### src/rtl/i2c_slave_regs_if.sv
// Register-file strobe bus between the I2C slave (master side) and the
// register file it accesses (slave side).
interface i2c_slave_regs_if #(
   parameter int unsigned PTR_W = 8
);
   logic [PTR_W-1:0] reg_addr;
   logic [7:0]       reg_wdata;
   logic             reg_we;
   logic             reg_re;
   logic [7:0]       reg_rdata;

   modport master (
      output reg_addr, reg_wdata, reg_we, reg_re,
      input  reg_rdata
   );

   modport slave (
      input  reg_addr, reg_wdata, reg_we, reg_re,
      output reg_rdata
   );
endinterface

### src/rtl/i2c_slave_regs.sv
// I2C slave with burst register access and an auto-incrementing pointer.
// Define I2C_GENERAL_CALL_EN to also accept general-call writes (address byte 0x00).
module i2c_slave_regs #(
   parameter logic [6:0]  SLAVE_ADDR = 7'h01,
   parameter int unsigned PTR_W      = 8,
   parameter int unsigned FILT_LEN   = 4
) (
   input  logic               sys_clk,
   input  logic               sys_rst_n,
   input  logic               scl_in,
   input  logic               sda_in,
   output logic               sda_oe,
   i2c_slave_regs_if.master   rif,
   output logic               busy,
   output logic               xfer_done,
   output logic [2:0]         i2c_state
);

   typedef enum logic [2:0] {
      IDLE      = 3'd0,
      ADDR      = 3'd1,
      ADDR_ACK  = 3'd2,
      RX_BYTE   = 3'd3,
      RX_ACK    = 3'd4,
      TX_BYTE   = 3'd5,
      TX_ACK    = 3'd6,
      WAIT_STOP = 3'd7
   } state_t;

   // Index 0 carries SCL, index 1 carries SDA through the conditioning chain.
   logic [1:0]      sync1_q, sync2_q;
   logic [1:0]      filt_q, filt_d, filt_prev_q;
   logic [1:0][3:0] cnt_q, cnt_d;

   state_t           state_q, state_d;
   logic [3:0]       bit_cnt_q, bit_cnt_d;
   logic [7:0]       shift_q, shift_d;
   logic [7:0]       tx_q, tx_d;
   logic             rw_q, rw_d;
   logic             first_q, first_d;
   logic             matched_q, matched_d;
   logic             cap_q, cap_d;
   logic             sda_oe_q, sda_oe_d;
   logic [PTR_W-1:0] reg_addr_q, reg_addr_d;
   logic [7:0]       reg_wdata_q, reg_wdata_d;
   logic             reg_we_q, reg_we_d;
   logic             reg_re_q, reg_re_d;
   logic             xfer_done_q, xfer_done_d;

   logic scl_rise, scl_fall, sda_rise, sda_fall;
   logic start_cond, stop_cond, sda_f, addr_hit;

   always_comb begin
      filt_d = filt_q;
      cnt_d  = cnt_q;
      for (int unsigned i = 0; i < 2; i++) begin
         if (sync2_q[i] == filt_q[i]) begin
            cnt_d[i] = '0;
         end else if (cnt_q[i] == 4'(FILT_LEN - 1)) begin
            filt_d[i] = sync2_q[i];
            cnt_d[i]  = '0;
         end else begin
            cnt_d[i] = cnt_q[i] + 4'd1;
         end
      end
   end

   assign scl_rise   =  filt_q[0] & ~filt_prev_q[0];
   assign scl_fall   = ~filt_q[0] &  filt_prev_q[0];
   assign sda_rise   =  filt_q[1] & ~filt_prev_q[1];
   assign sda_fall   = ~filt_q[1] &  filt_prev_q[1];
   assign sda_f      =  filt_q[1];
   assign start_cond = sda_fall & filt_q[0];
   assign stop_cond  = sda_rise & filt_q[0];

`ifdef I2C_GENERAL_CALL_EN
   assign addr_hit = (shift_q[7:1] == SLAVE_ADDR) || (shift_q == 8'h00);
`else
   assign addr_hit = (shift_q[7:1] == SLAVE_ADDR);
`endif

   always_comb begin
      state_d     = state_q;
      bit_cnt_d   = bit_cnt_q;
      shift_d     = shift_q;
      tx_d        = tx_q;
      rw_d        = rw_q;
      first_d     = first_q;
      matched_d   = matched_q;
      sda_oe_d    = sda_oe_q;
      reg_addr_d  = reg_addr_q;
      reg_wdata_d = reg_wdata_q;
      reg_we_d    = 1'b0;
      reg_re_d    = 1'b0;
      xfer_done_d = 1'b0;
      cap_d       = reg_re_q;

      // Post-write pointer bump lands one cycle after the write strobe.
      if (reg_we_q) reg_addr_d = reg_addr_q + PTR_W'(1);

      if (stop_cond) begin
         state_d     = IDLE;
         sda_oe_d    = 1'b0;
         xfer_done_d = matched_q;
         matched_d   = 1'b0;
         cap_d       = 1'b0;
      end else if (start_cond) begin
         state_d   = ADDR;
         bit_cnt_d = '0;
         sda_oe_d  = 1'b0;
         matched_d = 1'b0;
         cap_d     = 1'b0;
      end else begin
         unique case (state_q)
            IDLE: ;
            ADDR: begin
               if (scl_rise) begin
                  shift_d   = {shift_q[6:0], sda_f};
                  bit_cnt_d = bit_cnt_q + 4'd1;
               end else if (scl_fall && bit_cnt_q == 4'd8) begin
                  bit_cnt_d = '0;
                  if (addr_hit) begin
                     state_d   = ADDR_ACK;
                     sda_oe_d  = 1'b1;
                     rw_d      = shift_q[0];
                     matched_d = 1'b1;
                  end else begin
                     state_d = WAIT_STOP;
                  end
               end
            end
            ADDR_ACK: begin
               if (scl_fall) begin
                  bit_cnt_d = '0;
                  if (!rw_q) begin
                     state_d  = RX_BYTE;
                     sda_oe_d = 1'b0;
                     first_d  = 1'b1;
                  end else begin
                     state_d  = TX_BYTE;
                     reg_re_d = 1'b1;
                  end
               end
            end
            RX_BYTE: begin
               if (scl_rise) begin
                  shift_d   = {shift_q[6:0], sda_f};
                  bit_cnt_d = bit_cnt_q + 4'd1;
               end else if (scl_fall && bit_cnt_q == 4'd8) begin
                  state_d   = RX_ACK;
                  sda_oe_d  = 1'b1;
                  bit_cnt_d = '0;
                  if (first_q) begin
                     reg_addr_d = PTR_W'(shift_q);
                     first_d    = 1'b0;
                  end else begin
                     reg_wdata_d = shift_q;
                     reg_we_d    = 1'b1;
                  end
               end
            end
            RX_ACK: begin
               if (scl_fall) begin
                  state_d  = RX_BYTE;
                  sda_oe_d = 1'b0;
               end
            end
            TX_BYTE: begin
               // Read data arrives two cycles after the fall that issued reg_re.
               if (cap_q) begin
                  tx_d     = rif.reg_rdata;
                  sda_oe_d = ~rif.reg_rdata[7];
               end else if (scl_fall) begin
                  if (bit_cnt_q == 4'd7) begin
                     state_d   = TX_ACK;
                     sda_oe_d  = 1'b0;
                     bit_cnt_d = '0;
                  end else begin
                     sda_oe_d  = ~tx_q[6];
                     tx_d      = {tx_q[6:0], 1'b0};
                     bit_cnt_d = bit_cnt_q + 4'd1;
                  end
               end
            end
            TX_ACK: begin
               if (scl_rise) begin
                  if (sda_f) state_d    = WAIT_STOP;
                  else       reg_addr_d = reg_addr_q + PTR_W'(1);
               end else if (scl_fall) begin
                  state_d   = TX_BYTE;
                  reg_re_d  = 1'b1;
                  bit_cnt_d = '0;
               end
            end
            WAIT_STOP: sda_oe_d = 1'b0;
            default:   state_d  = IDLE;
         endcase
      end
   end

   always_ff @(posedge sys_clk or negedge sys_rst_n) begin
      if (!sys_rst_n) begin
         sync1_q     <= '1;
         sync2_q     <= '1;
         filt_q      <= '1;
         filt_prev_q <= '1;
         cnt_q       <= '0;
         state_q     <= IDLE;
         bit_cnt_q   <= '0;
         shift_q     <= '0;
         tx_q        <= '0;
         rw_q        <= 1'b0;
         first_q     <= 1'b0;
         matched_q   <= 1'b0;
         cap_q       <= 1'b0;
         sda_oe_q    <= 1'b0;
         reg_addr_q  <= '0;
         reg_wdata_q <= '0;
         reg_we_q    <= 1'b0;
         reg_re_q    <= 1'b0;
         xfer_done_q <= 1'b0;
      end else begin
         sync1_q     <= {sda_in, scl_in};
         sync2_q     <= sync1_q;
         filt_q      <= filt_d;
         filt_prev_q <= filt_q;
         cnt_q       <= cnt_d;
         state_q     <= state_d;
         bit_cnt_q   <= bit_cnt_d;
         shift_q     <= shift_d;
         tx_q        <= tx_d;
         rw_q        <= rw_d;
         first_q     <= first_d;
         matched_q   <= matched_d;
         cap_q       <= cap_d;
         sda_oe_q    <= sda_oe_d;
         reg_addr_q  <= reg_addr_d;
         reg_wdata_q <= reg_wdata_d;
         reg_we_q    <= reg_we_d;
         reg_re_q    <= reg_re_d;
         xfer_done_q <= xfer_done_d;
      end
   end

   assign sda_oe        = sda_oe_q;
   assign rif.reg_addr  = reg_addr_q;
   assign rif.reg_wdata = reg_wdata_q;
   assign rif.reg_we    = reg_we_q;
   assign rif.reg_re    = reg_re_q;
   assign busy          = (state_q != IDLE);
   assign xfer_done     = xfer_done_q;
   assign i2c_state     = state_q;

endmodule
### src/flat_wrapper.sv
// flat-port wrapper written by rule: the top's interface ports become plain ports
module i2c_slave_regs_flat 
#(
   parameter logic [6:0]  SLAVE_ADDR = 7'h01,
   parameter int unsigned PTR_W      = 8,
   parameter int unsigned FILT_LEN   = 4
)
  (sys_clk, sys_rst_n, scl_in, sda_in, sda_oe, busy, xfer_done, i2c_state, rif_reg_addr, rif_reg_wdata, rif_reg_we, rif_reg_re, rif_reg_rdata);
  i2c_slave_regs_if #(.PTR_W(PTR_W)) rif_i ();
  input  logic sys_clk;
  input  logic sys_rst_n;
  input  logic scl_in;
  input  logic sda_in;
  output logic sda_oe;
  output logic busy;
  output logic xfer_done;
  output logic [2:0] i2c_state;
  output wire logic [$bits(rif_i.reg_addr)-1:0] rif_reg_addr;
  output wire logic [$bits(rif_i.reg_wdata)-1:0] rif_reg_wdata;
  output wire logic [$bits(rif_i.reg_we)-1:0] rif_reg_we;
  output wire logic [$bits(rif_i.reg_re)-1:0] rif_reg_re;
  input wire logic [$bits(rif_i.reg_rdata)-1:0] rif_reg_rdata;
  assign rif_reg_addr = rif_i.reg_addr;
  assign rif_reg_wdata = rif_i.reg_wdata;
  assign rif_reg_we = rif_i.reg_we;
  assign rif_reg_re = rif_i.reg_re;
  assign rif_i.reg_rdata = rif_reg_rdata;
  i2c_slave_regs #(.SLAVE_ADDR(SLAVE_ADDR), .PTR_W(PTR_W), .FILT_LEN(FILT_LEN)) u_core (.sys_clk(sys_clk), .sys_rst_n(sys_rst_n), .scl_in(scl_in), .sda_in(sda_in), .sda_oe(sda_oe), .rif(rif_i), .busy(busy), .xfer_done(xfer_done), .i2c_state(i2c_state));
endmodule
### config.mk
export PLATFORM = sky130hd
export DESIGN_NAME = i2c_slave_regs_flat
export DESIGN_NICKNAME = d
export VERILOG_FILES = /design/src/rtl/i2c_slave_regs_if.sv /design/src/rtl/i2c_slave_regs.sv /design/src/flat_wrapper.sv
export SDC_FILE = /design/constraint.sdc
export NUM_CORES = 1
export LEC_CHECK = 0
export CORE_ASPECT_RATIO = 1.2
export CORE_UTILIZATION = 50
export DETAILED_ROUTE_END_ITERATION = 7
export GPL_ROUTABILITY_DRIVEN = 0
export PLACE_DENSITY = 0.72
export SLEW_MARGIN = 10
export SYNTH_ARGS = -nofsm -noshare
export SYNTH_HDL_FRONTEND = slang
export SYNTH_SLANG_ARGS = --single-unit
### constraint.sdc
create_clock -name sys_clk -period 2.7 [get_ports sys_clk]
set_clock_uncertainty 0.05 [all_clocks]
set_input_delay 0.81 -clock sys_clk [delete_from_list [all_inputs] [get_ports sys_clk]]
set_output_delay 0.81 -clock sys_clk [all_outputs]
set_load 0.01 [all_outputs]
==> metrics <==
result of the run=finished clean; number of enable-type register cells in the synthesized netlist=0; startpoint of the worst hold path=u_core.sync1_q[0]; HP Class=flop to flop; filler cell count=538; cell taking the most area after synthesis=dfrtp_1; Synth top area share=40.1%; final wirelength=7240 microns; total core area=6490 sq um; Setup violations, final=0; largest vdd supply drop=0.386 mV; normalized max-slew margin=51.3%; grt ovf=0; Chip Width=76.9 microns; Final ANT Viol Nets=0; post-synthesis async set-or-reset flop share=100%; sequential cell area fraction in the yosys report=46.3%; Fmax=401 MHz; warnings from Yosys=0; actual slew at the worst max-slew pin=0.731 ns; Main synth FF type=dfrtp_1; layout cells sized above 1=16.6%; fraction of the core area covered by cells at the end of the flow=62.0%; Area Growth Syn to Fin=19.3%; Distinct cells, synth=61; number of DRC violations after detailed routing=0; total placed instance area=3810 sq um; standard-cell rows=32; crit start category=flop; Antenna Diode Count=0; mean number of vias per cell=5.75; netlist area before placement=3370 sq um; combined global-route utilization of all metal layers=23.0%; total number of H-tree levels=3; maximum clock path buffer count=2; final worst-path cycle share=92.3%; via count of the first global-routing pass=2497; top cells by area in the synthesized netlist=dfrtp_1 40%, dfstp_2 6.2%, mux2_2 6.0%, mux2i_1 3.3%, nand2_1 3.1%; number of hold buffers added after CTS=0; count of routing violations after the opening detailed-route iteration=250; later-pin clock latency in the skew report=0.34 ns; CTS Buf Count=9; I/O Pins=36; pin count of the biggest net entering global routing=42; worst hold stages=0; clock transition at the register clock pins on the worst setup and hold paths after CTS=0.08 ns; endpoint type of the worst setup path=primary output; cell area power density=725 nW/um^2; leading cell type by number of instances after synthesis=dfrtp_1; final sum of negative setup slack=0 ns; final hold violation count=0; library cell used as clock root buffer=clkbuf_8; synthesized instance count=331; number of port buffers=35; Post-Layout Inst Area=4020 sq um; average cell area after synthesis=10.2 sq um; count of vias placed by the detailed router=2640; floorplan die area=7070 sq um; Initial Utilization=51.9%; wire length of the first global-routing pass=12500 microns; TritonCTS sink count=62; kind of critical path=flop to primary output; arrival time at the worst endpoint=1.63 ns; Leakage Power=0.00173 uW; R2R depth=5; launching instance or port of the critical path=u_core.i2c_state[0]; max-slew violation total from the final report=0; first drt pass iteration count=4; count of max-cap constraint violations=0; CP Data Required Time=1.84 ns; total power after layout=2910 uW; Die H=91.9 microns; RSZ-0062 raised after global routing=false; syn_nets=348; number of nets at the end of the flow=386; post-synthesis register bit count=62; Post-synth top cells=54 x dfrtp_1, 28 x nand2_1, 21 x o21ai_0, 19 x nor2_1, 18 x mux2_2; clock tree from TritonCTS=done; Avg WL per Cell=15.8 microns; initial antenna violation count=0; Worst Path Max Fanout=12; Reg2Reg Launch Point=u_core.filt_q[0]; placed wire-length estimate=5100 microns; final critical delay including setup and external delays=2.49 ns
[layout make-up]
type | count | area, sq um | area share [%]
Clock buffer | 11 | 151 | 3.77
Clock inverter | 5 | 57.6 | 1.43
Inverter | 9 | 33.8 | 0.841
Multi-Input combinational cell | 244 | 1690 | 42.0
Sequential cell | 62 | 1560 | 38.9
Tap cell | 85 | 106 | 2.65
Timing Repair Buffer | 43 | 418 | 10.4
[cell families after synthesis]
logic type / count (synthesis) / share of synthesized area (%)
adders and majority gates: 5 / 1.86
muxes: 29 / 9.28
DFF: 62 / 46.3
and+or+nand+nor: 117 / 19.4
AOI/OAI and AO/OA: 78 / 15.7
buffers and inverters: 25 / 3.53
xor gates and xnor gates: 15 / 3.90
[power by group]
group          internal (uW)  switching [uW]
combinational            380             411
clock                    475             373
sequential              1080             194
[sequential cells by signal (all words and copies together) (netlist names), 2 cells and up]
name,flops
u_core.cnt_q,8
u_core.rif.reg_addr,8
u_core.i2c_state,3
u_core.sync2_q,2
u_core.bit_cnt_q,4
u_core.tx_q,7
u_core.shift_q,8
u_core.sync1_q,2
u_core.filt_prev_q,2
u_core.filt_q,2
u_core.rif.reg_wdata,8
[critical path, cell delays in order (launching register included)]
cell             delay [ns]
dfrtp_2                0.48
inv_1                  0.24
nand2_1                0.08
clkdlybuf4s50_1        0.49
[routing by layer]
layer  track usage (%)  wire length [microns]
met4              11.2                    132
met3              5.57                    366
met1              30.3                   3300
met5                 0                      0
met2              35.2                   3450
[metrics by stage]
stage	hold slack [ns]	std cells	setup WS, ns
2_1_floorplan	0.295	331	0.712
3_3_place_gp	0.297	443	0.486
5_1_grt	0.316	459	0.106
6_report	0.302	459	0.208
4_1_cts	0.306	459	0.103
3_5_place_dp	0.299	443	0.458
[layout by cell type (no fill, tap or decap), drive strengths merged, types with 8 or more instances in the layout]
cell,Yosys,routed
dfrtp,54,54
o22ai,9,9
mux2i,11,11
nor2,19,19
inv,9,9
xnor2,8,8
nor2b,8,8
clkdlybuf4s50,0,34
dfstp,8,8
o21ai,22,22
buf,12,9
clkbuf,4,11
mux2,18,18
nand2b,10,10
nand3,9,9
a21oi,13,13
nand2,28,28
[final timing paths]
check / slack, ns / to
hold / removal: 0.30 / u_core.sync2_q[0]
hold reg to reg: 0.30 / u_core.sync2_q[0]
min in group asynchronous: 0.39 / u_core.bit_cnt_q[3]
max in group asynchronous: 1.55 / u_core.filt_q[1]
setup / recovery: 0.21 / busy
setup reg to reg: 0.43 / u_core.i2c_state[0]
[repair_timing]
item	in CTS	in global routing
setup endpoints to repair	0	1
buffers inserted	0	0
gates resized for setup	0	1
Note: power is estimated with default switching activity, not from simulation.
